==> src/rtl/pc_stack_unit.sv <==
// ============================================================================
//  Module   : pc_stack_unit
//  Brief    : Program counter with next-PC select, return-address stack and
//             exception vectoring for the fetch path.
//  Revision : 1.0 - initial release
// ============================================================================
`default_nettype none

module pc_stack_unit #(
   parameter int             N         = 9,
   parameter int             INC       = 1,
   parameter int             DEPTH     = 4,
   parameter logic [N-1:0]   RESET_VEC = {N{1'b1}},
   parameter logic [N-1:0]   EXC_VEC   = '0
) (
   input  logic                         btn,
   input  logic                         rst,
   input  logic                         en,
   input  logic                         br_take,
   input  logic [N-1:0]                 br_off,
   input  logic                         jmp,
   input  logic                         call,
   input  logic                         ret,
   input  logic [N-1:0]                 jmp_addr,
   input  logic                         exc,
   output logic [N-1:0]                 o_pc,
   output logic [N-1:0]                 o_epc,
   output logic [$clog2(DEPTH+1)-1:0]   o_depth,
   output logic                         o_empty,
   output logic                         o_ovf,
   output logic                         o_unf
);

   localparam int           c_dw  = $clog2(DEPTH + 1);
   localparam int           c_pw  = (DEPTH > 1) ? $clog2(DEPTH) : 1;
   localparam logic [N-1:0] c_inc = N'(INC);

   logic [N-1:0]    pc_q, pc_d;
   logic [N-1:0]    epc_q, epc_d;
   logic [c_dw-1:0] depth_q, depth_d;
   logic [c_pw-1:0] top_q, top_d;
   logic            ovf_q, ovf_d;
   logic            unf_q, unf_d;
   logic [N-1:0]    stack_q [DEPTH];

   logic [N-1:0]    pc_inc;
   logic [c_pw-1:0] top_inc;
   logic [c_pw-1:0] top_dec;
   logic            push;

   // top_q is the next free slot; when full it also holds the oldest entry,
   // so a push at full naturally overwrites the oldest return address.
   assign pc_inc  = pc_q + c_inc;
   assign top_inc = (top_q == c_pw'(DEPTH - 1)) ? '0 : top_q + c_pw'(1);
   assign top_dec = (top_q == '0) ? c_pw'(DEPTH - 1) : top_q - c_pw'(1);

   always_comb begin
      pc_d    = pc_q;
      epc_d   = epc_q;
      depth_d = depth_q;
      top_d   = top_q;
      ovf_d   = ovf_q;
      unf_d   = unf_q;
      push    = 1'b0;
      if (en) begin
         if (exc) begin
            epc_d = pc_q;
            pc_d  = EXC_VEC;
         end else if (ret) begin
            if (depth_q != '0) begin
               pc_d    = stack_q[top_dec];
               top_d   = top_dec;
               depth_d = depth_q - c_dw'(1);
            end else begin
               unf_d = 1'b1;
               pc_d  = pc_inc;
            end
         end else if (call) begin
            push  = 1'b1;
            pc_d  = jmp_addr;
            top_d = top_inc;
            if (depth_q == c_dw'(DEPTH)) begin
               ovf_d = 1'b1;
            end else begin
               depth_d = depth_q + c_dw'(1);
            end
         end else if (jmp) begin
            pc_d = jmp_addr;
         end else if (br_take) begin
            pc_d = pc_q + br_off;
         end else begin
            pc_d = pc_inc;
         end
      end
   end

   always_ff @(posedge btn) begin
      if (!rst) begin
         pc_q    <= RESET_VEC;
         epc_q   <= '0;
         depth_q <= '0;
         top_q   <= '0;
         ovf_q   <= 1'b0;
         unf_q   <= 1'b0;
      end else begin
         pc_q    <= pc_d;
         epc_q   <= epc_d;
         depth_q <= depth_d;
         top_q   <= top_d;
         ovf_q   <= ovf_d;
         unf_q   <= unf_d;
         if (push) begin
            stack_q[top_q] <= pc_inc;
         end
      end
   end

   assign o_pc    = pc_q;
   assign o_epc   = epc_q;
   assign o_depth = depth_q;
   assign o_empty = (depth_q == '0);
   assign o_ovf   = ovf_q;
   assign o_unf   = unf_q;

endmodule

`default_nettype wire
==> config.mk <==
export PLATFORM = sky130hd
export DESIGN_NAME = pc_stack_unit
export DESIGN_NICKNAME = d
export VERILOG_FILES = /design/src/rtl/pc_stack_unit.sv
export SDC_FILE = /design/constraint.sdc
export NUM_CORES = 1
export LEC_CHECK = 0
export CAP_MARGIN = 5
export CORE_ASPECT_RATIO = 1.1
export CORE_MARGIN = 1
export CORE_UTILIZATION = 58
export DETAILED_ROUTE_END_ITERATION = 16
export GPL_TIMING_DRIVEN = 1
export HOLD_SLACK_MARGIN = 0.08
export PLACE_DENSITY = 0.91
export SYNTH_ARGS = -nofsm -noshare
export SYNTH_HDL_FRONTEND = slang
export SYNTH_SLANG_ARGS = --single-unit
==> constraint.sdc <==
create_clock -name btn -period 5.1 [get_ports btn]
set_clock_uncertainty 0.1 [all_clocks]
set_input_delay 1.275 -clock btn [delete_from_list [all_inputs] [get_ports btn]]
set_output_delay 1.275 -clock btn [all_outputs]
set_load 0.005 [all_outputs]
### After elaboration in Yosys (flattened, before gate mapping)

Memories as Yosys holds them, arrays and structs flattened.
Cells that the tools add are included.

* flip-flop bits (word level): 25
* latch bits: 0
* memory bits (writable): 36
* bits in read-only memories: 0
* bits of input ports: 26
* logic and storage cells: 51
* memories: 1

* add/sub/neg operators: 6
* multipliers: 0
* divide/modulo/power cells: 0
* $lt $le $gt $ge: 0
* equal/unequal tests: 4
* shift operators: 0
* multiplexer cells: 22
* bitwise operators: 3
* reductions and logical operators: 9

Memory list
* stack_q: depth 4, bits a word 9, rd ports 1, clocked after memory_dff 0, wr ports 1, RTL line 44 `logic [N-1:0] stack_q [DEPTH];`

Operators with widths (number)
* two-way mux 9 bit: 6
* two-way mux 3 bit: 4
* two-way mux 2 bit: 5
* AND reduction 5 bit: 2
* adder 9 x 1 -> 9 bit (second input constant): 1
* adder 9 bit: 1
* AND reduction 4 bit: 2
* two-way mux 1 bit: 7
* adder 3 x 1 -> 3 bit (second input constant): 1
* equality test 3 bit (second input constant): 1
* zero test 3 bit: 1
* NOT 1 bit: 3
* nonzero test 3 bit: 1
* subtractor 3 x 1 -> 3 bit (second input constant): 1
* adder 2 x 1 -> 2 bit (second input constant): 1
* equality test 2 bit (second input constant): 1
* zero test 2 bit: 1
* != test 2 x 1 -> 1 bit (second input constant): 1
* != test 2 bit (second input constant): 1
* AND reduction 2 bit: 1
* nonzero test 2 bit: 1
* subtractor 2 x 1 -> 2 bit (second input constant): 1

### Logic depth before layout (Yosys ltp)

* depth in word-level cells: 7
* mapped depth: 10
* mapped depth without buffers: 7

### Worst setup path before layout

OpenSTA, ideal clock, no wires.

* path type: input to register
* start: input br_off[0]
* end: register pc_q[8] (netlist: o_pc[8])
* library setup time: 0.122 ns
* data arrival time: 2.672 ns
* required time: 4.878 ns
* path slack: 2.206 ns
* stages: 7
* buffers on the path: 0
* path through: ha_1 -> fa_1 -> a211oi_1 -> nor2_1 -> o31ai_1 -> xnor2_1 -> o21ai_2

* cells in the longest elaborated chain, start to end: 6

RTL lines
* start: declaration: RTL line 20 `input logic [N-1:0] br_off,`
* adder 9 bit: RTL line 90 `pc_d = pc_q + br_off;`
* two-way mux 9 bit: RTL line 89 `end else if (br_take) begin`
* two-way mux 9 bit: RTL line 87 `end else if (jmp) begin`
* two-way mux 9 bit: RTL line 78 `end else if (call) begin`
* two-way mux 9 bit: RTL line 69 `end else if (ret) begin`
* two-way mux 9 bit: RTL line 66 `if (exc) begin`
* end signal: assignment: RTL line 106 `pc_q <= pc_d;`
* end: declaration: RTL line 38 `logic [N-1:0] pc_q, pc_d;`

No other way between the ends.
A chain may end at the register's enable or synchronous reset.

### Final worst setup path

* start: input ret
* end: memory stack_q[1][5], enable pin

* cells in the longest elaborated chain, start to end: 6

RTL lines
* start: declaration: RTL line 23 `input logic ret,`
* two-way mux 1 bit: RTL line 69
* two-way mux 1 bit: RTL line 66
* two-way mux 1 bit: RTL line 65 `if (en) begin`
* two-way mux 1 bit: RTL line 112 `if (push) begin`
* two-way mux 1 bit: RTL line 98 `if (!rst) begin`
* two-way mux 1 bit (implied by the code): RTL line 113 `stack_q[top_q] <= pc_inc;`
* end: declaration: RTL line 44

No other way between the ends.

==> summary.md <==
| Metric | Value |
|---|---|
| Logic gate share of total power | 21.1% |
| Multi-input logic area | 0.00155 mm2 |
| Status | finished clean |
| Final hold violation count | 0 |
| Die ar. | 0.00594 mm2 |
| Worst hold path type | register to register |
| Ys Warns | 0 |
| # resized after CTS | 0 |
| Worst Path Max Fanout | 14 |
| Crit path buffers/inverters | 1 |
| Commonest non-fill, non-tap cells in the layout | 49 x clkdlybuf4s50_1, 36 x edfxtp_1, 25 x dfxtp_1, 19 x a211oi_1, 19 x a21oi_1 |
| Share of layout cells above drive strength 1 | 8.73% |
| Final Critical Period | 3570 ps |
| Drt first-iter violations | 193 |
| Setup CP Type | primary input to register |
| Async S/R FF share, synth | 0% |
| Die Y | 80.7 um |
| Register area | 0.00158 mm2 |
| Syn_nets | 344 |
| Sw power | 0.000348 W |
| Setup_tns | 0 ps |
| Via count | 2599 |
| Int Pwr | 0.000900 W |
| Vias in the first global route | 2628 |
| Most used flip-flop cell after synthesis | edfxtp_1 |
| Worst IR drop on VDD | 227 uV |
| Final ANT Viol Nets | 0 |
| Synth Area in XOR/XNOR | 5.40% |
| Number of port buffers | 49 |
| Startpoint types | primary input |
| Max cap viols | 0 |
| PwrDens | 314 mW/mm2 |
| Final Util | 73.7% |
| Setup violators final | 0 |
| CTS Root Cell | clkbuf_8 |
| Cell Chain, Critical Path | clkdlybuf4s50_1, nor3b_2, and3_1, and2_1 |
| CTS H-tree depth | 3 |
| LEAKAGE | 1.47 nW |
| Placed cell areas | 0.00379 mm2 |
| Fmax | 280 MHz |
| Switching part of the total | 27.9% |
| Mapped cell area | 0.00327 mm2 |
| Most common cell after layout, fill and taps aside | clkdlybuf4s50_1 |
| Period utilization | 70.0% |
| Rows | 28 |
| Clock sinks | 61 |
| Area Growth Syn to Fin | 21.7% |
| Sequential area share after synthesis | 48.4% |
| GR Overflow Total | 0 |
| Longest Clk Path Bufs | 2 |
| Post-synthesis cell type count | 57 |
| Simple-gate area share of the yosys netlist | 12.9% |
| Core Area | 0.00540 mm2 |
| Tightest Pin Transition | 704 ps |
| Setup bufs post-CTS | 0 |
| Sequential share of power | 46.1% |
| Largest family of logic cells by synthesized area | compound AO/OA/AOI/OAI gates |
| Mux cell area share after synthesis | 4.13% |
| Post-Route WL | 8180 um |
| Worst skew pair latency | 340 ps |
| Slew Limit Headroom | 52.7% |
| DR pass1 iterations | 5 |
| Overall routing resource usage | 30.5% |
| Post-Syn Instances | 303 |
| Post-synth EDFFs | 36 |
| Total power | 0.00125 W |
| Clock share of power | 32.8% |
| Final Cell Area | 0.00398 mm2 |
| Min Hold Slack | 356 ps |
| DPL Wire Length | 5800 um |
| Largest net degree at the start of global routing | 23 |
| Synth Area per Inst | 10.8 um2 |
| Worst Setup End Kind | register |
| Critical Path Slowest Stage Cell | clkdlybuf4s50_1 |
| Cell family with most CP delay | simple AND/OR/NAND/NOR gates |
| Yosys reg bits | 61 |
| Synth Area in Adders | 6.20% |
| Number of vias per cell | 6.04 |
| Inserted Clock Buffers | 9 |
| Final layout net count | 391 |
| Die width | 73.6 um |
| Initial antenna violation count | 0 |
| First-pass GRT wire length | 13000 um |
| FILL cells | 382 |
| DRC violation count after routing | 0 |
| # hold bufs at CTS | 0 |
| Pins Over Slew Limit | 0 |
| Gpl congestion | 0.884 |
| CTS tree | built |
| Starting density of the core | 60.6% |
| I/O Pins | 50 |
| Clk slew on worst S/H paths | 60 ps |
| RSZ-0062 raised after global routing | no |
| CP arrival | 3460 ps |
| Critical Path RT | 4980 ps |
| Routed len/inst | 19.0 um |
| # diodes | 0 |
| Synth Area in Compound Gates | 18.8% |
| Peak per-stage delay on the critical path | 720 ps |
==> metal layers <==
metal / vias to the layer above / track usage, % / part of all wire [%]
met2: 124 / 50.9 / 49
met4: 0 / 14.2 / 3.8
met5: - / 0 / 0
met3: 35 / 9.18 / 6.9
li1: 1223 / - / -
met1: 1217 / 35.9 / 40
==> flip-flops by register name, summed over array words and instances (netlist names) <==
signal   flops
stack_q     36
o_unf        1
o_depth      3
o_pc         9
top_q        2
o_epc        9
o_ovf        1
==> area by class of cell <==
type	instances	share of cell area [%]
flip-flops and latches	61	39.7
multi-input cells	211	39.0
repair buffers	50	12.5
clock buffers	16	4.81
well taps	75	2.36
inverters	17	1.60
==> worst paths after layout <==
check	start	end	slack, ps	depth (start not counted)
max	ret	stack_q[1][5]	1530	4
max reg2reg	top_q[0]	o_pc[1]	2230	7
min reg2reg	o_epc[8]	o_epc[8]	360	2
min	o_epc[8]	o_epc[8]	360	2
==> worst min-delay path: stages (launching register included) <==
cell and delay, ps:
dfxtp_1 310, nand2_1 50, a21oi_1 50
==> metrics by stage <==
step	std cells	worst slack (ps)
final	430	1530
after global routing	430	1400
after CTS	430	1570
after detailed placement	414	1230
after global placement	414	1400
after floorplan	303	2210
==> logic make-up after synthesis <==
kind of cell | after synthesis
flip-flops | 61
AND/OR/NAND/NOR | 78
adder cells (fa/ha/maj) | 15
multiplexers | 12
XOR/XNOR | 18
buffers and inverters | 31
AO/OA/AOI/OAI | 88
==> synth_stat cells, types with 2 or more instances <==
cell,instances,share of area (%)
edfxtp_1,36,33
a211oi_2,2,0.77
xnor2_1,10,2.7
nand2_2,2,0.38
inv_2,4,0.46
nor2_1,15,1.7
or3_1,2,0.38
xor2_1,7,1.9
o21a_1,3,0.69
o21ai_0,9,1.4
a21o_1,2,0.46
dfxtp_1,25,15
a221oi_1,3,0.80
nor2b_1,6,1.1
o21ai_1,9,1.4
a311oi_1,3,0.80
inv_1,13,1.5
o221ai_1,2,0.54
nand2_1,18,2.1
o22ai_1,3,0.57
clkbuf_1,4,0.46
nand3_1,16,2.5
buf_2,7,1.1
fa_1,2,1.2
mux2i_1,9,2.8
ha_1,13,5.0
a211oi_1,19,4.4
nand2b_1,6,1.1
and2_1,4,0.77
o211ai_1,4,0.92
a21oi_1,19,2.9
==> power by group through the flow <==
stage	Clock (W)	Combinational, W	Sequential, W
after floorplan	0	0.000166	0.000576
after global placement	0	0.000250	0.000585
after detailed placement	0	0.000257	0.000585
after CTS	0.000409	0.000261	0.000575
after global routing	0.000433	0.000285	0.000578
final	0.000409	0.000264	0.000576
(Power assumes the default switching activity.)
==> RTL edit (same flow settings) <==
`DEPTH`: 4 -> 16.
--- a/src/rtl/pc_stack_unit.sv
+++ b/src/rtl/pc_stack_unit.sv
@@ -9,7 +9,7 @@
 module pc_stack_unit #(
    parameter int             N         = 9,
    parameter int             INC       = 1,
-   parameter int             DEPTH     = 4,
+   parameter int             DEPTH     = 16,
    parameter logic [N-1:0]   RESET_VEC = {N{1'b1}},
    parameter logic [N-1:0]   EXC_VEC   = '0
 ) (
Ports: changed (resized o_depth); port bits go from 50 to 52. The function was not compared with the original's and may differ.
==> RTL edit against the unedited design <==
  * Wire length up 140%
  * Synthesized cell count grew 93%
  * Combinational power grew 110%
  * Final cell count rose by 93%
  * Global-route usage shrank 1.4 points
  * Final area up 130%
  * Area after synthesis increased by 140%
  * Sequential cell count up 112
  * Maximum frequency is 9.2% lower
  * Core utilization fell by 4.4 points
  * Setup slack worse by 0.36 ns
  * Power rose to 2.8 times the old value
==> RTL edit: results (changes against the unedited design) <==
status - finished clean (unchanged)
max incr delay on CP - 0.56 ns (was 0.72 ns)
XOR/XNOR Fraction of Synth Area - 1.54% (was 5.40%)
fillers - 871 (was 382)
Synth async-reset ratio - 0% (unchanged)
Mapped Cells - 586 (was 303)
DP Cell Count - 799 (was 414)
Slew @ Worst Pin - 1.16 ns (was 0.704 ns)
synth top area cells - edfxtp_1, mux4_2, dfxtp_1 (was edfxtp_1, dfxtp_1, ha_1)
postcts setup bufs - 0 (unchanged)
post-synthesis mux area share - 10.6% (was 4.13%)
Post-synth EDFFs - 144 (was 36)
Via-to-Cell Ratio - 6.51 (was 6.04)
final WL - 19.4 mm (was 8.18 mm)
Crit Reg-Reg Endpoint - o_pc[6] (was o_pc[1])
CTS Sinks - 173 (was 61)
Avg WL per Cell - 23.4 µm (was 19.0 µm)
Clk Latency, worst-skew pair - 0.44 ns (was 0.34 ns)
1st-iter DRT viols - 826 (was 193)
largest net degree at the start of global routing - 38 (was 23)
Root Buffer - clkbuf_16 (was clkbuf_8)
Post-synth top cells - edfxtp_1, nand2_1, nor2_1, a21oi_1, mux4_2 (was edfxtp_1, dfxtp_1, a211oi_1, a21oi_1, nand2_1)
Worst Setup SP - o_depth[0] (was ret)
Max FO, Critical Path - 13 (was 14)
reg-to-reg slack, setup - 1.28 ns (was 2.23 ns)
Leak - 0.00310 µW (was 0.00147 µW)
first-pass GRT wire length - 30.1 mm (was 13.0 mm)
cell family with most CP delay - buffers and inverters (was simple AND/OR/NAND/NOR gates)
number of global-route vias before repair - 5309 (was 2628)
hpwl dp - 12.9 mm (was 5.80 mm)
arrival time of the worst setup path - 2.56 ns (was 3.46 ns)
GR Util All Layers - 29.1% (was 30.5%)
Compound-Gate Fraction of Synth Area - 10.7% (was 18.8%)
H-Tree Depth - 4 (was 3)
Synthesized Nets - 631 (was 344)
Seq/Total Area, Yosys - 61.5% (was 48.4%)
worst setup path end - o_empty (was stack_q[1][5])
max FFs per register - 144 (was 36)
Adder-Cell Fraction of Synth Area - 3.17% (was 6.20%)
Inserted Clock Buffers - 17 (was 9)
gpl congestion - 0.928 (was 0.884)
number of port buffers - 51 (was 49)
VDD IR max - 0.277 mV (was 0.227 mV)
Final nets - 679 (was 391)
RTL edit: cell types whose count changed in the layout (fill, tap and decap cells not counted), sizes merged, moves of 10 or more:
cell | unedited run | this run
mux4 | 1 | 34
a211oi | 21 | 7
nand2 | 20 | 67
edfxtp | 36 | 144
nor2 | 15 | 49
a21oi | 19 | 37
nor3 | 2 | 12
RTL edit: logic make-up after synthesis:
logic type / Yosys count
xor gates and xnor gates: 14
DFF: 173
adders and majority gates: 19
buffers and inverters: 46
and+or+nand+nor: 168
AOI/OAI and AO/OA: 124
muxes: 42
RTL edit: worst register-to-register path, delay by kind of cell, from the launching register on:
| kind | cells | cell delay (ns) |
|---|---|---|
| adder cells (fa/ha/maj) | 1 | 0.72 |
| buffers and inverters | 2 | 0.69 |
| multiplexers | 1 | 0.57 |
| AO/OA/AOI/OAI | 1 | 0.28 |
| flip-flops | 1 | 1.04 |
| AND/OR/NAND/NOR | 2 | 0.32 |
RTL edit: how the worst min path moves through the flow:
stage	start	end	slack, ns	cells after the start
3_5_place_dp	o_epc[2]	o_epc[2]	0.35	2
6_report	o_epc[8]	o_epc[8]	0.36	2
3_3_place_gp	o_epc[5]	o_epc[5]	0.34	2
4_1_cts	o_epc[2]	o_epc[2]	0.36	2
2_1_floorplan	o_epc[0]	o_epc[0]	0.35	2
5_1_grt	o_epc[7]	o_epc[7]	0.38	2
RTL edit: layout make-up:
type / count / share of cell area (%)
well taps: 184 / 2.49
flip-flops and latches: 173 / 53.1
clock inverters: 14 / 1.71
inverters: 15 / 0.609
multi-input cells: 367 / 31.3
clock buffers: 17 / 4.60
repair buffers: 60 / 6.25
RTL edit: power by group:
group	switching, µW	internal (µW)
sequential	51.4	1620
clock	569	728
combinational	345	220
total	965	2570
RTL edit: metrics by stage:
stage | util, % | cell area, µm² | worst slack, ns | power [µW]
after global routing | 69.4 | 9250 | 0.994 | 3640
after floorplan | - | 7980 | 1.80 | 2040
final | 69.4 | 9250 | 1.17 | 3540
after CTS | 69.4 | 9250 | 1.18 | 3530
after detailed placement | 65.0 | 8660 | 1.10 | 2260
after global placement | 65.0 | 8660 | 1.27 | 2230
RTL edit: metal layers:
layer	part of all wire, %	wire length, µm	GRT usage (%)	vias to the layer above
li1	-	-	-	2351
met1	37	7100	36.9	2605
met2	50	9670	47.1	386
met3	9.2	1790	6.93	64
met4	4.4	857	14.1	0
met5	0	0	0	-
